[config.mk]
export PLATFORM = sky130hd
export DESIGN_NAME = wb_cmd_master_flat
export DESIGN_NICKNAME = d
export VERILOG_FILES = /design/src/rtl/wb_cmd_master_if.sv /design/src/rtl/wb_cmd_master.sv /design/src/flat_wrapper.sv
export SDC_FILE = /design/constraint.sdc
export NUM_CORES = 1
export LEC_CHECK = 0
export ABC_AREA = 0
export CAP_MARGIN = 10
export CORE_AREA = 2 2 160 99
export DETAILED_ROUTE_END_ITERATION = 16
export DIE_AREA = 0 0 162 101
export GPL_TIMING_DRIVEN = 0
export PLACE_DENSITY = 0.7
export SETUP_SLACK_MARGIN = 0.2
export SKIP_CTS_REPAIR_TIMING = 1
export SYNTH_ARGS = -nofsm -noshare
export SYNTH_HDL_FRONTEND = slang
export SYNTH_SLANG_ARGS = --single-unit
export TNS_END_PERCENT = 50
[constraint.sdc]
create_clock -name wb_clk_i -period 4.8 [get_ports wb_clk_i]
set_clock_uncertainty 0.05 [all_clocks]
set_input_delay 1.2 -clock wb_clk_i [delete_from_list [all_inputs] [get_ports wb_clk_i]]
set_output_delay 1.2 -clock wb_clk_i [all_outputs]
set_load 0.05 [all_outputs]
[src/rtl/wb_cmd_master_if.sv]
// Command/response stream and Wishbone initiator bundle for wb_cmd_master.
// "master" is the view of the command master itself, "slave" the view of everything around it.
interface wb_cmd_master_if;
   logic        cmd_valid;
   logic        cmd_ready;
   logic        cmd_we;
   logic [31:0] cmd_adr;
   logic [31:0] cmd_dat;
   logic [3:0]  cmd_sel;

   logic        rsp_valid;
   logic        rsp_ready;
   logic [31:0] rsp_dat;
   logic        rsp_err;

   logic        wbm_cyc_o;
   logic        wbm_stb_o;
   logic        wbm_we_o;
   logic [3:0]  wbm_sel_o;
   logic [31:0] wbm_adr_o;
   logic [31:0] wbm_dat_o;
   logic [31:0] wbm_dat_i;
   logic        wbm_ack_i;

   modport master (
      input  cmd_valid, cmd_we, cmd_adr, cmd_dat, cmd_sel,
      output cmd_ready,
      output rsp_valid, rsp_dat, rsp_err,
      input  rsp_ready,
      output wbm_cyc_o, wbm_stb_o, wbm_we_o, wbm_sel_o, wbm_adr_o, wbm_dat_o,
      input  wbm_dat_i, wbm_ack_i
   );

   modport slave (
      output cmd_valid, cmd_we, cmd_adr, cmd_dat, cmd_sel,
      input  cmd_ready,
      input  rsp_valid, rsp_dat, rsp_err,
      output rsp_ready,
      input  wbm_cyc_o, wbm_stb_o, wbm_we_o, wbm_sel_o, wbm_adr_o, wbm_dat_o,
      output wbm_dat_i, wbm_ack_i
   );
endinterface

[src/rtl/wb_cmd_master.sv]
// Turns a valid/ready command stream into single Wishbone classic transfers and
// returns read data, or ERR_DATA with rsp_err on timeout, on a valid/ready response stream.
module wb_cmd_master #(
   parameter int unsigned TIMEOUT  = 16,
   parameter logic [31:0] ERR_DATA = 32'hDEAD_BEEF
) (
   input  logic                  wb_clk_i,
   input  logic                  wb_rst_ni,
   wb_cmd_master_if.master       bus,
   output logic [15:0]           xfer_count,
   output logic [7:0]            err_count
);

   localparam logic [7:0] TIMEOUT_C = 8'(TIMEOUT);

   typedef enum logic [1:0] {
      IDLE = 2'd0,
      BUS  = 2'd1,
      RESP = 2'd2
   } state_t;

   state_t      state_q, state_d;
   logic        we_q, we_d;
   logic [31:0] adr_q, adr_d;
   logic [31:0] dat_q, dat_d;
   logic [3:0]  sel_q, sel_d;
   logic [7:0]  tmo_q, tmo_d;
   logic [31:0] rsp_dat_q, rsp_dat_d;
   logic        rsp_err_q, rsp_err_d;
   logic [15:0] xfer_q, xfer_d;
   logic [7:0]  err_q, err_d;

   always_ff @(posedge wb_clk_i or negedge wb_rst_ni) begin
      if (!wb_rst_ni) begin
         state_q   <= IDLE;
         we_q      <= 1'b0;
         adr_q     <= 32'h0;
         dat_q     <= 32'h0;
         sel_q     <= 4'h0;
         tmo_q     <= 8'h0;
         rsp_dat_q <= 32'h0;
         rsp_err_q <= 1'b0;
         xfer_q    <= 16'h0;
         err_q     <= 8'h0;
      end else begin
         state_q   <= state_d;
         we_q      <= we_d;
         adr_q     <= adr_d;
         dat_q     <= dat_d;
         sel_q     <= sel_d;
         tmo_q     <= tmo_d;
         rsp_dat_q <= rsp_dat_d;
         rsp_err_q <= rsp_err_d;
         xfer_q    <= xfer_d;
         err_q     <= err_d;
      end
   end

   always_comb begin
      state_d   = state_q;
      we_d      = we_q;
      adr_d     = adr_q;
      dat_d     = dat_q;
      sel_d     = sel_q;
      tmo_d     = tmo_q;
      rsp_dat_d = rsp_dat_q;
      rsp_err_d = rsp_err_q;
      xfer_d    = xfer_q;
      err_d     = err_q;

      case (state_q)
         IDLE: begin
            if (bus.cmd_valid) begin
               we_d    = bus.cmd_we;
               adr_d   = bus.cmd_adr;
               dat_d   = bus.cmd_dat;
               sel_d   = bus.cmd_sel;
               tmo_d   = 8'h0;
               state_d = BUS;
            end
         end
         BUS: begin
            // Ack takes priority over a timeout expiring on the same edge.
            if (bus.wbm_ack_i) begin
               rsp_dat_d = we_q ? 32'h0 : bus.wbm_dat_i;
               rsp_err_d = 1'b0;
               xfer_d    = xfer_q + 16'd1;
               state_d   = RESP;
            end else begin
               tmo_d = tmo_q + 8'd1;
               if (tmo_d == TIMEOUT_C) begin
                  rsp_dat_d = ERR_DATA;
                  rsp_err_d = 1'b1;
                  err_d     = (err_q == 8'hFF) ? err_q : err_q + 8'd1;
                  state_d   = RESP;
               end
            end
         end
         RESP: begin
            if (bus.rsp_ready) begin
               state_d = IDLE;
            end
         end
         default: state_d = IDLE;
      endcase
   end

   // Decoded straight from the state so an asynchronous reset drops cyc/stb at once.
   assign bus.cmd_ready = (state_q == IDLE);
   assign bus.rsp_valid = (state_q == RESP);
   assign bus.rsp_dat   = rsp_dat_q;
   assign bus.rsp_err   = rsp_err_q;
   assign bus.wbm_cyc_o = (state_q == BUS);
   assign bus.wbm_stb_o = (state_q == BUS);
   assign bus.wbm_we_o  = we_q;
   assign bus.wbm_sel_o = sel_q;
   assign bus.wbm_adr_o = adr_q;
   assign bus.wbm_dat_o = dat_q;

   assign xfer_count = xfer_q;
   assign err_count  = err_q;

endmodule

[src/flat_wrapper.sv]
// flat-port wrapper written by rule: the top's interface ports become plain ports
module wb_cmd_master_flat 
#(
   parameter int unsigned TIMEOUT  = 16,
   parameter logic [31:0] ERR_DATA = 32'hDEAD_BEEF
)
  (wb_clk_i, wb_rst_ni, xfer_count, err_count, bus_cmd_valid, bus_cmd_we, bus_cmd_adr, bus_cmd_dat, bus_cmd_sel, bus_cmd_ready, bus_rsp_valid, bus_rsp_dat, bus_rsp_err, bus_rsp_ready, bus_wbm_cyc_o, bus_wbm_stb_o, bus_wbm_we_o, bus_wbm_sel_o, bus_wbm_adr_o, bus_wbm_dat_o, bus_wbm_dat_i, bus_wbm_ack_i);
  wb_cmd_master_if bus_i ();
  input  logic wb_clk_i;
  input  logic wb_rst_ni;
  output logic [15:0] xfer_count;
  output logic [7:0] err_count;
  input wire logic [$bits(bus_i.cmd_valid)-1:0] bus_cmd_valid;
  input wire logic [$bits(bus_i.cmd_we)-1:0] bus_cmd_we;
  input wire logic [$bits(bus_i.cmd_adr)-1:0] bus_cmd_adr;
  input wire logic [$bits(bus_i.cmd_dat)-1:0] bus_cmd_dat;
  input wire logic [$bits(bus_i.cmd_sel)-1:0] bus_cmd_sel;
  output wire logic [$bits(bus_i.cmd_ready)-1:0] bus_cmd_ready;
  output wire logic [$bits(bus_i.rsp_valid)-1:0] bus_rsp_valid;
  output wire logic [$bits(bus_i.rsp_dat)-1:0] bus_rsp_dat;
  output wire logic [$bits(bus_i.rsp_err)-1:0] bus_rsp_err;
  input wire logic [$bits(bus_i.rsp_ready)-1:0] bus_rsp_ready;
  output wire logic [$bits(bus_i.wbm_cyc_o)-1:0] bus_wbm_cyc_o;
  output wire logic [$bits(bus_i.wbm_stb_o)-1:0] bus_wbm_stb_o;
  output wire logic [$bits(bus_i.wbm_we_o)-1:0] bus_wbm_we_o;
  output wire logic [$bits(bus_i.wbm_sel_o)-1:0] bus_wbm_sel_o;
  output wire logic [$bits(bus_i.wbm_adr_o)-1:0] bus_wbm_adr_o;
  output wire logic [$bits(bus_i.wbm_dat_o)-1:0] bus_wbm_dat_o;
  input wire logic [$bits(bus_i.wbm_dat_i)-1:0] bus_wbm_dat_i;
  input wire logic [$bits(bus_i.wbm_ack_i)-1:0] bus_wbm_ack_i;
  assign bus_i.cmd_valid = bus_cmd_valid;
  assign bus_i.cmd_we = bus_cmd_we;
  assign bus_i.cmd_adr = bus_cmd_adr;
  assign bus_i.cmd_dat = bus_cmd_dat;
  assign bus_i.cmd_sel = bus_cmd_sel;
  assign bus_cmd_ready = bus_i.cmd_ready;
  assign bus_rsp_valid = bus_i.rsp_valid;
  assign bus_rsp_dat = bus_i.rsp_dat;
  assign bus_rsp_err = bus_i.rsp_err;
  assign bus_i.rsp_ready = bus_rsp_ready;
  assign bus_wbm_cyc_o = bus_i.wbm_cyc_o;
  assign bus_wbm_stb_o = bus_i.wbm_stb_o;
  assign bus_wbm_we_o = bus_i.wbm_we_o;
  assign bus_wbm_sel_o = bus_i.wbm_sel_o;
  assign bus_wbm_adr_o = bus_i.wbm_adr_o;
  assign bus_wbm_dat_o = bus_i.wbm_dat_o;
  assign bus_i.wbm_dat_i = bus_wbm_dat_i;
  assign bus_i.wbm_ack_i = bus_wbm_ack_i;
  wb_cmd_master #(.TIMEOUT(TIMEOUT), .ERR_DATA(ERR_DATA)) u_core (.wb_clk_i(wb_clk_i), .wb_rst_ni(wb_rst_ni), .bus(bus_i), .xfer_count(xfer_count), .err_count(err_count));
endmodule
==> results of run 1 <==
flip-flops by register name (all words and copies together), names as in the netlist:
register              cells
u_core.bus.wbm_adr_o     32
u_core.xfer_count        16
u_core.err_count          8
u_core.state_q            2
u_core.bus.rsp_dat       32
u_core.bus.rsp_err        1
u_core.bus.wbm_we_o       1
u_core.tmo_q              8
u_core.bus.wbm_sel_o      4
u_core.bus.wbm_dat_o     32
report_power, final:
part	internal, mW	switching (mW)	total (mW)
Combinational	1.36	2.40	3.76
Sequential	1.60	0.304	1.91
Clock	0.838	0.506	1.34
Total	3.80	3.21	7.02
cells by family after synthesis:
logic type | after synthesis | synth area share (%)
flip-flops | 136 | 58.0
AND/OR/NAND/NOR | 132 | 12.1
AO/OA/AOI/OAI | 89 | 10.0
multiplexers | 70 | 13.4
buffers and inverters | 28 | 2.33
XOR/XNOR | 23 | 3.44
adder cells (fa/ha/maj) | 3 | 0.640
cells in the mapped netlist, types with 8 or more instances:
master	n
clkbuf_1	10
o21ai_1	11
a21oi_1	8
o22ai_1	24
mux2_2	69
a21oi_2	21
dfrtp_1	136
buf_2	10
nand4_1	10
nand2_1	28
nand3_1	9
a22oi_1	8
o21ai_0	12
xnor2_1	19
nor2_1	35
nor2b_1	26
area by class of cell:
| class | count | area [sq um] | share of cell area, % |
|---|---|---|---|
| Sequential cell | 136 | 3400 | 37.4 |
| Timing Repair Buffer | 236 | 2380 | 26.1 |
| Multi-Input combinational cell | 317 | 2320 | 25.5 |
| Clock buffer | 19 | 443 | 4.86 |
| Tap cell | 203 | 254 | 2.79 |
| Clock inverter | 13 | 170 | 1.87 |
| Buffer | 24 | 121 | 1.33 |
| Inverter | 4 | 15.0 | 0.165 |
placed cells by master, fill, tap and decap left out, types with 12 or more instances in the layout:
cell	n
xnor2_1	19
nand2_1	28
clkbuf_16	17
a21oi_2	21
mux2_2	69
nor2_1	35
o21ai_0	12
o22ai_1	24
nor2b_1	26
clkdlybuf4s50_1	234
dfrtp_1	136
worst paths after layout:
check	cells after the start	endpoint	from	slack [ns]
max	5	bus_wbm_stb_o	u_core.state_q[1]$_DFFE_PN0P_	0.86
min	1	u_core.xfer_count[15]$_DFFE_PN0P_	u_core.xfer_count[15]$_DFFE_PN0P_	0.43
max reg2reg	6	u_core.tmo_q[2]$_DFFE_PN0P_	u_core.state_q[1]$_DFFE_PN0P_	2.53
min reg2reg	1	u_core.xfer_count[15]$_DFFE_PN0P_	u_core.xfer_count[15]$_DFFE_PN0P_	0.43
max in group asynchronous	2	u_core.bus.rsp_dat[4]$_DFFE_PN0P_	wb_rst_ni	3.22
min in group asynchronous	1	u_core.bus.wbm_adr_o[3]$_DFFE_PN0P_	wb_rst_ni	0.65
critical path, stage by stage, from the launching register on:
cell and delay [ns]:
dfrtp_1 0.41, nand2b_1 0.23, inv_2 0.18, buf_1 0.46
buf_4 0.20, clkdlybuf4s50_1 0.80
metal layers:
| metal | share of wire, % | global-route usage [%] | wire length [um] |
|---|---|---|---|
| met5 | 0 | 0 | 0 |
| met4 | 1.0 | 5.79 | 164 |
| met2 | 46 | 32.1 | 7210 |
| met1 | 42 | 24.9 | 6690 |
| met3 | 11 | 8.76 | 1760 |
==> flow_summary.yaml, run 1 <==
global_route:
  grt_pass1_vias: 5036
  grt_usage_pct: 20.1
  grt_max_degree: 94
  grt_pass1_wl_mm: 25.8
  grt_antenna_before_repair: 0
  overflow: 0
clocking:
  insertion_delay_ns: 0.41
  cts.htree.levels: 4
  numCtsBuffers: 17
  cts_sinks: 136
  root_buffer: "clkbuf_16"
  cts_tree: "built"
  clock_path_buffers: 2
  cts.clk_slew.worst_paths_ns: 0.06
floorplanning:
  start_util_pct: 39.1
  dieWidth_um: 162
  die_y_um: 101
  core_area_sq_mm: 0.0150
  rows: 35
  fp.dieArea_sq_mm: 0.0164
  io_pins: 236
sta:
  max_freq_mhz: 254
  maxSlewViolCount: 0
  setup_tns_ns: 0
  finalSetupViolations: 0
  worst_slack_ns: 0.864
  finalCritPeriodShare_pct: 82.0
  slew_headroom_pct: 56.8
  fin_hold_ws_ns: 0.429
  hold_violations: 0
  tightestPinTransition_ns: 0.646
  grt_setup_unrepaired: "false"
  min_period_ns: 3.94
worst_setup_path:
  critPathCaptureType: "primary output"
  startpoint_type: "flip-flop"
  path_class: "reg2out"
  crit_fanout: 11
  critPathArrivalTime_ns: 2.69
  worstPathRequired_ns: 3.55
place:
  place_ws_ns: 1.23
  dpl_cell_area_sq_mm: 0.00850
  placedCellCount: 920
  io_buffers: 235
  hpwlAfterDp_mm: 11.6
  gp_congestion: 0.751
detailed_routing:
  vias_per_cell: 4.95
  drcViolationCount: 0
  vias: 4712
  routedWlPerCell_um: 16.6
  drt_wl_total_mm: 15.8
  initialDrtViolationCount: 199
  firstDrtPassIters: 4
  drtAntennaViolNets: 0
power:
  powerDensity_mw_per_mm2: 770
  leakage_nw: 3.76
  power_mw: 7.02
  peakVddDrop_v: 0.000466
logic_synthesis:
  yosysUniqueCellTypes: 43
  yosys_register_bits: 136
  seq_area_frac_synth_pct: 58.0
  yosys.area.top_type: "dfrtp_1"
  synth_top_cell_area_share_pct: 58.0
  yosysWarningCount: 0
  synth_area_leaders: "dfrtp_1 (58%), mux2_2 (13%), a21oi_2 (3.1%), xnor2_1 (2.8%), nor2b_1 (2.8%)"
  synth_ff_type: "dfrtp_1"
  synth_fp_nets: 590
  synthesis.instances: 481
  synth.cell_area_sq_mm: 0.00586
  synthArstFlopShare_pct: 100
  syn_avg_cell_area_sq_um: 12.2
  synth_edf_count: 0
layout:
  drive_above_1_share_pct: 19.0
  synthToLayoutAreaGrowth_pct: 55.4
  design_area_sq_mm: 0.00911
  fin_util_pct: 60.8
  n_antenna_cell: 0
  fillers: 1223
  nets: 845
  finalNonFillerCells: 952
flow_run:
  cap_viol_max_count: 0
outcome:
  status: "finished, final reports clean"
worst_hold_path:
  hold_class: "reg2reg"
Power figures use the tool's default switching activity.
==> inputs of run 2 (changes only) <==
- clock period: 4.8 -> 3.8 ns (I/O delays scaled with it)
==> run 2 against run 1 <==
  * Via count decreased by 0.45%
  * Critical endpoint unchanged
  * Non-clock buffer count fell by 1
  * Cell count decreased by 0.11%
==> flow_summary.yaml, run 2 (synthesis results as in run 1) <==
outcome:
  status: "finished, final reports clean"
layout:
  fillers: 1221
  regArea_sq_mm: 0.00340
  nets: 844
  n_antenna_cell: 0
  drive_above_1_share_pct: 19.0
  multi_input_area_sq_mm: 0.00232
  layout_common_cells: "clkdlybuf4s50_1 (234), dfrtp_1 (136), mux2_2 (69)"
  synthToLayoutAreaGrowth_pct: 55.3
  layout_commonest_cell: "clkdlybuf4s50_1"
worst_setup_path:
  slowest_stage: "clkdlybuf4s50_1"
  path_buf_inv: 3
  crit_family: "buffers and inverters"
  critPathCaptureType: "primary output"
  path_cells: "nand2b_1, inv_2, buf_4, clkdlybuf4s50_1"
  cpPeakStageDelay_ns: 0.80
  worstPathRequired_ns: 2.80
  path_class: "reg2out"
  critPathArrivalTime_ns: 2.33
  crit_fanout: 20
  startpoint_type: "flip-flop"
global_route:
  grt.met1_usage_pct: 24.9
  grt_antenna_before_repair: 0
  grt_pass1_vias: 5036
  grt_pass1_wl_mm: 25.8
  grtUsageMet2_pct: 32.1
  overflow: 0
  met3_usage_pct: 8.76
  grt_max_degree: 94
  grt_usage_pct: 20.1
  busiest_layer: "met2"
detailed_routing:
  firstDrtPassIters: 5
  routedWlPerCell_um: 16.6
  initialDrtViolationCount: 193
  vias: 4691
  vias_per_cell: 4.93
  drtAntennaViolNets: 0
  drt_wl_total_mm: 15.8
  drcViolationCount: 0
sta:
  hold_violations: 0
  max_freq_mhz: 301
  grt_setup_unrepaired: "false"
  slew_headroom_pct: 57.4
  tightestPinTransition_ns: 0.636
  finalCritPeriodShare_pct: 87.6
  worst_slack_ns: 0.473
  maxSlewViolCount: 0
  min_period_ns: 3.33
  setup_tns_ns: 0
  finalSetupViolations: 0
floorplanning:
  die_y_um: 101
  dieWidth_um: 162
  io_pins: 236
  start_util_pct: 39.1
  fp.dieArea_sq_mm: 0.0164
  rows: 35
  core_area_sq_mm: 0.0150
worst_hold_path:
  hold_class: "in2async"
clocking:
  cts_sinks: 136
  clock_path_buffers: 2
  insertion_delay_ns: 0.41
  numCtsBuffers: 17
  root_buffer: "clkbuf_16"
  cts.clk_slew.worst_paths_ns: 0.06
  cts.htree.levels: 4
  cts_tree: "built"
place:
  gp_congestion: 0.751
  hpwlAfterDp_mm: 11.6
  place_ws_ns: 0.478
  io_buffers: 235
power:
  peakVddDrop_v: 0.000588
  powerDensity_mw_per_mm2: 972
  leakage_nw: 3.76
  power_mw: 8.86
flow_run:
  cap_viol_max_count: 0
run 2: per-layer routing:
layer	part of all wire (%)	wire, um	up-vias
met5	0	0	-
met4	0.89	141	0
met3	11	1690	9
met2	46	7210	186
met1	43	6760	2278
li1	-	-	2218
run 2: power breakdown:
| group | internal (mW) | switching [mW] | leakage, nW | total (mW) |
|---|---|---|---|---|
| sequential | 2.03 | 0.383 | 1.67 | 2.41 |
| combinational | 1.72 | 3.03 | 1.80 | 4.75 |
| clock | 1.06 | 0.637 | 0.291 | 1.70 |
| total | 4.80 | 4.05 | 3.76 | 8.86 |
run 2: worst paths after layout:
kind                       depth (start not counted)                         startpoint                             endpoint  slack, ns
max in group asynchronous                          2                          wb_rst_ni          u_core.tmo_q[3]$_DFFE_PN0P_       2.47
max                                                4      u_core.state_q[1]$_DFFE_PN0P_                        bus_wbm_stb_o       0.47
max reg2reg                                        6      u_core.state_q[1]$_DFFE_PN0P_          u_core.tmo_q[2]$_DFFE_PN0P_       1.55
min in group wb_clk_i                              1  u_core.xfer_count[15]$_DFFE_PN0P_    u_core.xfer_count[15]$_DFFE_PN0P_       0.43
min                                                1                          wb_rst_ni  u_core.bus.wbm_adr_o[3]$_DFFE_PN0P_       0.40
min reg2reg                                        1  u_core.xfer_count[15]$_DFFE_PN0P_    u_core.xfer_count[15]$_DFFE_PN0P_       0.43
run 2: per-stage QoR:
| stage | util [%] | area, sq um | hold slack, ns | instances |
|---|---|---|---|---|
| final | 60.8 | 9110 | 0.397 | 951 |
| after global routing | 60.8 | 9110 | 0.422 | 951 |
| after global placement | 56.5 | 8470 | 0.408 | 919 |
| after floorplan | - | 5860 | 0.421 | 481 |
| after CTS | 60.8 | 9110 | 0.413 | 952 |
| after detailed placement | 56.7 | 8500 | 0.419 | 920 |
run 2: layout make-up:
| class | instances | share of cell area, % |
|---|---|---|
| flip-flops and latches | 136 | 37.4 |
| well taps | 203 | 2.79 |
| multi-input cells | 317 | 25.5 |
| inverters | 4 | 0.165 |
| clock buffers | 19 | 4.86 |
| clock inverters | 13 | 1.87 |
| plain buffers | 23 | 1.29 |
| repair buffers | 236 | 26.1 |
